===== src/rtl/inst_prefetch_queue_if.sv =====
// Fetch/decode handshake bundle for the instruction prefetch queue.
// The queue uses the slave modport; the fetch/decode side uses master.
interface inst_prefetch_queue_if #(
  parameter int DEPTH = 4,
  parameter int CW    = 8
);
  localparam int CNTW = $clog2(DEPTH) + 1;

  logic            fetch_valid;
  logic [31:0]     fetch_inst;
  logic [31:0]     fetch_pc4;
  logic            fetch_ready;
  logic            deco_ready;
  logic            deco_valid;
  logic [31:0]     deco_inst;
  logic [31:0]     deco_pc4;
  logic            flush;
  logic [CNTW-1:0] count;
  logic [CW-1:0]   flush_cnt;

  modport slave (
    input  fetch_valid, fetch_inst, fetch_pc4, deco_ready, flush,
    output fetch_ready, deco_valid, deco_inst, deco_pc4, count, flush_cnt
  );

  modport master (
    output fetch_valid, fetch_inst, fetch_pc4, deco_ready, flush,
    input  fetch_ready, deco_valid, deco_inst, deco_pc4, count, flush_cnt
  );
endinterface


===== src/rtl/inst_prefetch_queue.sv =====
// Circular instruction prefetch FIFO between fetch and decode, with flush on
// taken branch and a saturating counter of flushes that discarded entries.
module inst_prefetch_queue #(
  parameter int DEPTH = 4,
  parameter int CW    = 8
) (
  input  logic                  clk,
  input  logic                  reset,
  inst_prefetch_queue_if.slave  q
);
  localparam int PW   = $clog2(DEPTH);
  localparam int CNTW = PW + 1;

  logic [PW-1:0]   wr_ptr_q, wr_ptr_d;
  logic [PW-1:0]   rd_ptr_q, rd_ptr_d;
  logic [CNTW-1:0] count_q, count_d;
  logic [CW-1:0]   flush_cnt_q, flush_cnt_d;
  logic [63:0]     mem_q [DEPTH];
  logic            push, pop;

  // Outputs are combinational from state so an async reset is visible at once.
  always_comb begin
    q.fetch_ready = (count_q < CNTW'(DEPTH));
    q.deco_valid  = (count_q != '0);
    q.deco_inst   = q.deco_valid ? mem_q[rd_ptr_q][31:0]  : '0;
    q.deco_pc4    = q.deco_valid ? mem_q[rd_ptr_q][63:32] : '0;
    q.count       = count_q;
    q.flush_cnt   = flush_cnt_q;
  end

  always_comb begin
    push        = q.fetch_valid && q.fetch_ready && !q.flush;
    pop         = q.deco_valid  && q.deco_ready  && !q.flush;
    wr_ptr_d    = wr_ptr_q;
    rd_ptr_d    = rd_ptr_q;
    count_d     = count_q;
    flush_cnt_d = flush_cnt_q;
    if (q.flush) begin
      wr_ptr_d = '0;
      rd_ptr_d = '0;
      count_d  = '0;
      if (count_q != '0 && flush_cnt_q != '1) begin
        flush_cnt_d = flush_cnt_q + CW'(1);
      end
    end else begin
      // Power-of-two depth: pointer wrap falls out of natural overflow.
      if (push) wr_ptr_d = wr_ptr_q + PW'(1);
      if (pop)  rd_ptr_d = rd_ptr_q + PW'(1);
      count_d = count_q + CNTW'(push) - CNTW'(pop);
    end
  end

  always_ff @(posedge clk or negedge reset) begin
    if (!reset) begin
      wr_ptr_q    <= '0;
      rd_ptr_q    <= '0;
      count_q     <= '0;
      flush_cnt_q <= '0;
    end else begin
      wr_ptr_q    <= wr_ptr_d;
      rd_ptr_q    <= rd_ptr_d;
      count_q     <= count_d;
      flush_cnt_q <= flush_cnt_d;
    end
  end

  // Storage is not reset; validity is tracked solely by count_q.
  always_ff @(posedge clk) begin
    if (push) begin
      mem_q[wr_ptr_q] <= {q.fetch_pc4, q.fetch_inst};
    end
  end
endmodule

===== src/flat_wrapper.sv =====
// flat-port wrapper written by rule: the top's interface ports become plain ports
module inst_prefetch_queue_flat 
#(
  parameter int DEPTH = 4,
  parameter int CW    = 8
)
  (clk, reset, q_fetch_valid, q_fetch_inst, q_fetch_pc4, q_deco_ready, q_flush, q_fetch_ready, q_deco_valid, q_deco_inst, q_deco_pc4, q_count, q_flush_cnt);
  inst_prefetch_queue_if #(.DEPTH(DEPTH), .CW(CW)) q_i ();
  input  logic clk;
  input  logic reset;
  input wire logic [$bits(q_i.fetch_valid)-1:0] q_fetch_valid;
  input wire logic [$bits(q_i.fetch_inst)-1:0] q_fetch_inst;
  input wire logic [$bits(q_i.fetch_pc4)-1:0] q_fetch_pc4;
  input wire logic [$bits(q_i.deco_ready)-1:0] q_deco_ready;
  input wire logic [$bits(q_i.flush)-1:0] q_flush;
  output wire logic [$bits(q_i.fetch_ready)-1:0] q_fetch_ready;
  output wire logic [$bits(q_i.deco_valid)-1:0] q_deco_valid;
  output wire logic [$bits(q_i.deco_inst)-1:0] q_deco_inst;
  output wire logic [$bits(q_i.deco_pc4)-1:0] q_deco_pc4;
  output wire logic [$bits(q_i.count)-1:0] q_count;
  output wire logic [$bits(q_i.flush_cnt)-1:0] q_flush_cnt;
  assign q_i.fetch_valid = q_fetch_valid;
  assign q_i.fetch_inst = q_fetch_inst;
  assign q_i.fetch_pc4 = q_fetch_pc4;
  assign q_i.deco_ready = q_deco_ready;
  assign q_i.flush = q_flush;
  assign q_fetch_ready = q_i.fetch_ready;
  assign q_deco_valid = q_i.deco_valid;
  assign q_deco_inst = q_i.deco_inst;
  assign q_deco_pc4 = q_i.deco_pc4;
  assign q_count = q_i.count;
  assign q_flush_cnt = q_i.flush_cnt;
  inst_prefetch_queue #(.DEPTH(DEPTH), .CW(CW)) u_core (.clk(clk), .reset(reset), .q(q_i));
endmodule

===== config.mk =====
export PLATFORM = sky130hd
export DESIGN_NAME = inst_prefetch_queue_flat
export DESIGN_NICKNAME = d
export VERILOG_FILES = /design/src/rtl/inst_prefetch_queue_if.sv /design/src/rtl/inst_prefetch_queue.sv /design/src/flat_wrapper.sv
export SDC_FILE = /design/constraint.sdc
export NUM_CORES = 1
export LEC_CHECK = 0
export ABC_AREA = 1
export CAP_MARGIN = 10
export CORE_ASPECT_RATIO = 1.2
export CORE_MARGIN = 2
export CORE_UTILIZATION = 38
export DETAILED_ROUTE_END_ITERATION = 8
export PLACE_DENSITY = 0.63
export SKIP_CTS_REPAIR_TIMING = 1
export SLEW_MARGIN = 30
export SYNTH_ARGS = -nofsm -noshare
export SYNTH_HDL_FRONTEND = slang
export SYNTH_SLANG_ARGS = --single-unit

===== constraint.sdc =====
create_clock -name clk -period 7 [get_ports clk]
set_clock_uncertainty 0.05 [all_clocks]
set_input_delay 1.05 -clock clk [delete_from_list [all_inputs] [get_ports clk]]
set_output_delay 1.05 -clock clk [all_outputs]
set_load 0.005 [all_outputs]

Yosys cells after proc, flatten, opt, wreduce, memory -nomap -nowiden
Memories as Yosys holds them, arrays and structs flattened.
Index checks and enable logic that the tools add are counted.
Cells by class
  add/sub/neg operators: 5
  reductions and logical operators: 10
  order comparisons: 1
  equality and inequality tests: 1
  muxes and demuxes: 9
Operator list (count)
  $mux W32: 2
  $add A8 B1 Y8 const B: 1
  $mux W2: 4
  $ne A8 B8 Y1 const B: 1
  $logic_and A1 B1 Y1: 5
  $add A2 B1 Y2 const B: 2
  $reduce_bool A2 Y1: 2
  $add A3 B1 Y3: 1
  $lt A3 B3 Y1 const B: 1
  $mux W3: 1
  $reduce_bool A3 Y1: 1
  $sub A3 B1 Y3: 1
  $mux W1: 2
  $reduce_and A2 Y1: 1
  $logic_not A1 Y1: 1
Storage, ports and cells
  flip-flop bits (word level): 15
  memories: 1
  input bits: 69
  bits in writable memories: 256
Memories
  u_core.mem_q: words 4, bits a word 64, read ports 1, clocked after memory_dff 0, write ports 1, RTL line inst_prefetch_queue.sv:18  | logic [63:0] mem_q [DEPTH];

Logic depth before layout (Yosys ltp)
Gate-level depths: netlist of run 1.
  depth in word-level cells: 6
  mapped depth: 11
  mapped depth without buffers: 11

Worst setup path before layout of run 1
Ideal clock, no wire load.
  path type: input-to-reg
  start point: in q_flush
  end point: mem u_core.mem_q[0][0], enable pin
  arrival time: 4.187 ns
  setup time: 0.487 ns
  path slack: 2.277 ns
  cell stages on the path: 4
  path through: buf_2 -> inv_1 -> nand3_1 -> nor2_1
On the way
  word-level cells in the longest chain between the ends: 4
Ends and longest elaborated chain
  from (decl): RTL line flat_wrapper.sv:15  | input wire logic [$bits(q_i.flush)-1:0] q_flush;
  $logic_not A1 Y1: RTL line inst_prefetch_queue.sv:32  | push = q.fetch_valid && q.fetch_ready && !q.flush;
  $logic_and A1 B1 Y1: RTL line inst_prefetch_queue.sv:32
  $mux W1: RTL line inst_prefetch_queue.sv:69  | if (push) begin
  $mux W1 (not written as such): RTL line inst_prefetch_queue.sv:70  | mem_q[wr_ptr_q] <= {q.fetch_pc4, q.fetch_inst};
  to (decl): RTL line inst_prefetch_queue.sv:18
Every way passes these cells.

Worst setup path in the final report of run 1
  start point: reg u_core.rd_ptr_q[0]
  end point: out q_deco_pc4[31]
On the way
  word-level cells in the longest chain between the ends: 2
Ends and longest elaborated chain
  from (decl): RTL line inst_prefetch_queue.sv:15  | logic [PW-1:0] rd_ptr_q, rd_ptr_d;
  from (signal assigned): RTL line inst_prefetch_queue.sv:61  | rd_ptr_q <= rd_ptr_d;
  $mem_v2 Z4 W64
  $mux W32: RTL line inst_prefetch_queue.sv:26  | q.deco_pc4 = q.deco_valid ? mem_q[rd_ptr_q][63:32] : '0;
  to (decl): RTL line flat_wrapper.sv:19  | output wire logic [$bits(q_i.deco_pc4)-1:0] q_deco_pc4;
Every way passes these cells.

==> implementation parameters, run 1 <==
Parameter                              Value

Status
  Run status    completed

Clock network
  Insertion delay of the later-clocked pin in the worst-skew pair    0.52 ns
  Clock tree from TritonCTS    built
  Root cell of the clock tree    sky130_fd_sc_hd__clkbuf_16
  Clock Tree Buf Depth    3
  Total clock buffers created by CTS    27
  CTS H-tree lvls    1
  Sinks on the clock net    271
  Register clock-pin slew on the reported worst setup and hold paths    0.06 ns

Synthesis
  Post-synthesis register bit count    271
  Sequential share of the synthesized area    74.6%
  Syn_area_per_cell    12.3 µm²
  Post-Synthesis Net Count    957
  Count of warnings emitted by yosys    0
  Post-synth cell types    25
  Syn Std Cell Area    10800 µm²
  Gate count after technology mapping    880

Setup path
  Crit path max fanout    75
  Largest delay share family, worst path    buffers and inverters
  Arrival time at the worst endpoint    3.37 ns
  Setup CP Type    flip-flop to output port
  Worst stage delay on the critical path    0.81 ns
  Endpoint of the lowest-slack register-to-register path    u_core.mem_q[2][24]$_DFFE_PP_
  CP startpoint kind    flip-flop
  Sort of element at the end of the critical path    output port
  Worst-path cell with the longest stage delay    sky130_fd_sc_hd__dfrtp_4
  Number of cells on the worst reg-to-reg path    4
  FF-to-FF setup slack    4.24 ns
  Reg-to-Reg Start    u_core.q.count[2]$_DFF_PN0_
  Buf+Inv Stages, Crit Path    2
  Cell Chain, Critical Path    buf_4 > nor2_1 > nor2_1 > o21ai_0 > a21oi_1 > clkdlybuf4s50_1
  Required time at the worst-slack endpoint    5.90 ns
  Worst path most repeated cell    sky130_fd_sc_hd__nor2_1

Place
  Detailed placement HPWL    14300 µm
  Placed cell count    1365
  GPL Wtd Cong    0.727
  IO buf count    145

Detailed routing
  Final routed DRC violation total    0
  First drt pass iteration count    5
  Overall via count from detail_route    6962
  Vias/cell    4.93
  Detailed-route wire length per cell    17.4 µm
  Count of nets left with antenna violations after detail routing    0
  Count of routing violations after the opening detailed-route iteration    403
  Total routed wirelength    24600 µm

Global route
  Initial antenna violation count    0
  Number of global-route vias before repair    6919
  Overall track demand over capacity in global routing    16.2%
  Largest net degree at the start of global routing    96
  Global-route wire length before repair    37500 µm
  Total congestion overflow    0

STA
  Rel. slew slack    46.1%
  Max-slew violation count    0
  Highest Clock Rate    0.224 GHz
  Post-route setup TNS    0 ns
  Final Critical Period    4.47 ns
  Hold violation total from the final report    0
  Unrepaired setup endpoints after global routing    no
  Period utilisation layout    63.9%
  Actual transition at the worst max-transition pin    0.808 ns
  Final setup violation count    0

Hold path
  Hold-critical path depth    2
  Worst Hold Path EP    u_core.q.flush_cnt[6]$_DFFE_PN0P_
  Worst hold path type    flip-flop to flip-flop
  Beginning of the worst hold path    u_core.q.flush_cnt[6]$_DFFE_PN0P_

Floorplan
  Starting density of the core    38.6%
  Std cell rows    67
  Die width    158 µm
  Area of the die    29800 µm²
  Floorplan core area    28000 µm²
  Die Height    189 µm
  I/O pins    146

Cells and area
  Fill cell instance count of the final layout    2475
  Top library cells by usage in the layout, fill and taps aside    sky130_fd_sc_hd__nor2_1 (266), sky130_fd_sc_hd__edfxtp_1 (256), sky130_fd_sc_hd__clkdlybuf4s50_1 (145)
  Final nets    1092
  Layout cell share with drive strength beyond 1    5.42%
  Sequential cell area    8070 µm²
  Antenna diodes    0
  Area Overhead vs Synth    24.8%
  Layout Utilization    48.2%
  Most common cell after layout, fill and taps aside    sky130_fd_sc_hd__nor2_1
  Area of the multi-input gates    2410 µm²
  Final standard cell count with taps included and fillers excluded    1413

Pwr
  Leakage power    0.00464 µW
  Peak supply drop    0.202 mV
  Power per unit of standard cell area    357 nW/µm²

Flow run
  Number of maximum-capacitance constraint violations    0
==> cell type report <==
cell class              count  area share (%)
clock buffers              39            5.56
well taps                 379            3.51
flip-flops and latches    271            59.8
inverters                  26           0.760
repair buffers            155            11.5
clock inverters             9            1.05
multi-input cells         534            17.8
==> sequential cells by signal, summed over array words and instances (netlist names) <==
register            flops
u_core.q.count          3
u_core.mem_q          256
u_core.wr_ptr_q         2
u_core.q.flush_cnt      8
u_core.rd_ptr_q         2
==> where the power goes <==
part           internal [µW]  total [µW]  switching [µW]
Clock                    886        1460             570
Combinational            649        1410             758
Sequential              1880        1960            82.8
==> routing by layer <==
metal | up-vias | track usage (%) | wire length, µm
met2 | 197 | 28.9 | 12600
li1 | 3346 | - | -
met5 | - | 0 | 0
met1 | 3375 | 19.8 | 9930
met4 | 0 | 5.79 | 698
met3 | 44 | 2.62 | 1360
==> synth_stat cells, drive strengths merged <==
| cell | count | area share (%) |
|---|---|---|
| clkbuf | 15 | 0.53 |
| nand4 | 3 | 0.17 |
| nand2 | 41 | 1.4 |
| edfxtp | 256 | 71 |
| xnor2 | 1 | 0.081 |
| nor2 | 270 | 9.4 |
| nand3 | 7 | 0.37 |
| and3 | 1 | 0.058 |
| nor3 | 1 | 0.046 |
| inv | 26 | 0.90 |
| xor2 | 3 | 0.24 |
| nand3b | 1 | 0.069 |
| fa | 1 | 0.19 |
| buf | 34 | 2.0 |
| ha | 7 | 0.81 |
| dfrtp | 15 | 3.5 |
| o21ai | 133 | 6.2 |
| a21oi | 65 | 3.0 |
==> worst max-delay path by stage <==
stage	cells past startpoint	slack, ns	start	endpoint
2_1_floorplan	4	2.28	q_flush	u_core.mem_q[0][0]$_DFFE_PP_
3_3_place_gp	5	2.66	u_core.rd_ptr_q[0]$_DFFE_PN0P_	q_deco_pc4[20]
3_5_place_dp	5	2.87	q_flush	u_core.mem_q[2][19]$_DFFE_PP_
4_1_cts	6	2.44	u_core.rd_ptr_q[0]$_DFFE_PN0P_	q_deco_inst[2]
5_1_grt	5	2.32	u_core.rd_ptr_q[0]$_DFFE_PN0P_	q_deco_pc4[9]
6_report	6	2.53	u_core.rd_ptr_q[0]$_DFFE_PN0P_	q_deco_pc4[31]
==> worst reg2reg max path, cell delays in order, from the launching register on <==
cell                      delay [ns]
sky130_fd_sc_hd__dfrtp_1        0.39
sky130_fd_sc_hd__inv_1          0.16
sky130_fd_sc_hd__nand3_1        0.37
sky130_fd_sc_hd__nor2_4         0.71
sky130_fd_sc_hd__buf_4          0.69
==> per-stage QoR <==
stage,hold slack (ns),total power [µW],setup WS [ns],area (µm²)
2_1_floorplan,0.453,2690,2.28,10800
3_3_place_gp,0.459,3400,2.66,12600
3_5_place_dp,0.463,3430,2.87,12600
4_1_cts,0.479,4890,2.44,13500
5_1_grt,0.527,5090,2.32,13500
6_report,0.473,4820,2.53,13500
==> logic make-up after synthesis <==
logic type	count (synthesis)	synth area share, %
AOI/OAI and AO/OA	198	9.16
xor gates and xnor gates	4	0.324
adders and majority gates	8	0.995
buffers and inverters	75	3.45
DFF	271	74.6
and+or+nand+nor	324	11.5
No activity file was read; power rests on OpenSTA's default activity.
==> inputs of run 2 (changes only) <==
PLACE_DENSITY = 0.65   (was 0.63)
clock period = 3.8 ns   (was 7 ns; I/O delays follow)
==> run 2 against run 1 <==
Critical path depth did not move. Clock power rose by 70%. Die area did not move. Hold slack got worse by 0.055 ns. Via count fell by 1.4%. Clock-buffer cell count fell by 8. Critical path type unchanged. Highest routed layer unchanged.
==> implementation parameters, run 2 (synthesis gave the netlist of run 1 again) <==
Parameter                              Value

Cells and area
  Most flops, register    u_core.mem_q
  Antenna diodes    0
  Area Overhead vs Synth    25.0%
  Most common cell after layout, fill and taps aside    sky130_fd_sc_hd__nor2_1
  Top library cells by usage in the layout, fill and taps aside    sky130_fd_sc_hd__nor2_1 (266), sky130_fd_sc_hd__edfxtp_1 (256), sky130_fd_sc_hd__clkdlybuf4s50_1 (145)
  Layout cell share with drive strength beyond 1    6.17%
  Flip-flop count of the largest register, all copies and words added    256
  Final standard cell count with taps included and fillers excluded    1417
  Final nets    1098

Place
  Worst setup slack before clock tree synthesis    0.761 ns
  Detailed placement HPWL    13300 µm
  Placed cell count    1371
  GPL Wtd Cong    0.758
  IO buf count    145

Clock network
  Insertion delay of the later-clocked pin in the worst-skew pair    0.52 ns
  Root cell of the clock tree    sky130_fd_sc_hd__clkbuf_16
  Clock tree from TritonCTS    built
  CTS H-tree lvls    1
  Register clock-pin slew on the reported worst setup and hold paths    0.06 ns
  Sinks on the clock net    271
  Total clock buffers created by CTS    27
  Clock Tree Buf Depth    3

Global route
  Number of global-route vias before repair    6832
  Largest net degree at the start of global routing    130
  Overall track demand over capacity in global routing    15.8%
  Global-route wire length before repair    36400 µm
  Total congestion overflow    0
  Initial antenna violation count    0

STA
  Period utilisation layout    84.8%
  Actual transition at the worst max-transition pin    0.700 ns
  Unrepaired setup endpoints after global routing    no
  Final Critical Period    3.22 ns
  Rel. slew slack    53.2%
  Highest Clock Rate    0.310 GHz
  Post-route setup TNS    0 ns
  Hold violation total from the final report    0
  Final critical-path setup slack    0.578 ns
  Max-slew violation count    0
  Final setup violation count    0

Detailed routing
  Vias/cell    4.84
  Detailed-route wire length per cell    16.6 µm
  Count of nets left with antenna violations after detail routing    0
  Total routed wirelength    23500 µm
  First drt pass iteration count    5
  Count of routing violations after the opening detailed-route iteration    373
  Final routed DRC violation total    0
  Overall via count from detail_route    6863

Setup path
  Worst stage delay on the critical path    0.54 ns
  Worst-path cell with the longest stage delay    sky130_fd_sc_hd__clkdlybuf4s50_1
  Worst path most repeated cell    sky130_fd_sc_hd__nor2_1
  Sort of element at the end of the critical path    output port
  Cell Chain, Critical Path    buf_12 > nor2_1 > nor2_1 > o21ai_0 > a21oi_1 > clkdlybuf4s50_1
  Setup CP Type    flip-flop to output port
  CP startpoint kind    flip-flop
  Required time at the worst-slack endpoint    3.18 ns
  Arrival time at the worst endpoint    2.60 ns
  Largest delay share family, worst path    buffers and inverters
  Crit path max fanout    129
  Buf+Inv Stages, Crit Path    2

Hold path
  Worst hold path type    input port to asynchronous set/reset pin

Floorplan
  I/O pins    146
  Starting density of the core    38.6%
  Area of the die    29800 µm²
  Floorplan core area    28000 µm²
  Die Height    189 µm
  Die width    158 µm
  Std cell rows    67

Pwr
  Peak supply drop    0.433 mV
  Leakage power    0.00464 µW
  Power per unit of standard cell area    645 nW/µm²

Flow run
  Number of maximum-capacitance constraint violations    0

Status
  Run status    completed
==> run 2: worst paths after layout <==
check                                                       start                           endpoint  slack [ns]  cells past startpoint
worst max-delay path               u_core.rd_ptr_q[0]$_DFFE_PN0P_                    q_deco_inst[14]        0.58                      6
worst min-delay path                                        reset     u_core.wr_ptr_q[1]$_DFFE_PN0P_        0.42                      1
worst max register to register        u_core.q.count[2]$_DFF_PN0_        u_core.q.count[2]$_DFF_PN0_        1.45                     11
worst min register to register  u_core.q.flush_cnt[6]$_DFFE_PN0P_  u_core.q.flush_cnt[6]$_DFFE_PN0P_        0.48                      2
max in group asynchronous                                   reset     u_core.rd_ptr_q[0]$_DFFE_PN0P_        2.77                      1
min in group clk                u_core.q.flush_cnt[6]$_DFFE_PN0P_  u_core.q.flush_cnt[6]$_DFFE_PN0P_        0.48                      2
==> run 2: routing by layer <==
layer  share of wire, %  global-route usage, %
met5                  0                      0
met4                1.5                   3.57
met3                5.1                   2.90
met2                 51                   28.5
met1                 42                   19.5
==> run 2: area by class of cell <==
class	count	area (µm²)
clock buffer	31	691
clock inverter	15	128
fill	2507	14500
inverter	26	98.8
multi-input combinational	534	2410
sequential	271	8070
tap	379	474
timing repair buffer	161	1650
==> run 2: stage by stage <==
step,utilization (%),hold slack [ns],instance area [µm²],power [µW]
6_report,48.3,0.418,13500,8720
5_1_grt,48.3,0.484,13500,9220
4_1_cts,48.3,0.433,13500,8860
3_5_place_dp,45.3,0.475,12700,6350
3_3_place_gp,45.3,0.462,12700,6330
2_1_floorplan,-,0.224,10800,4950
==> run 2: power by group <==
part	internal (µW)	total (µW)	switching, µW	leakage (µW)
clock	1430	2480	1050	0.000396
sequential	3460	3530	72.6	0.00252
combinational	1240	2720	1480	0.00173
total	6120	8720	2600	0.00464
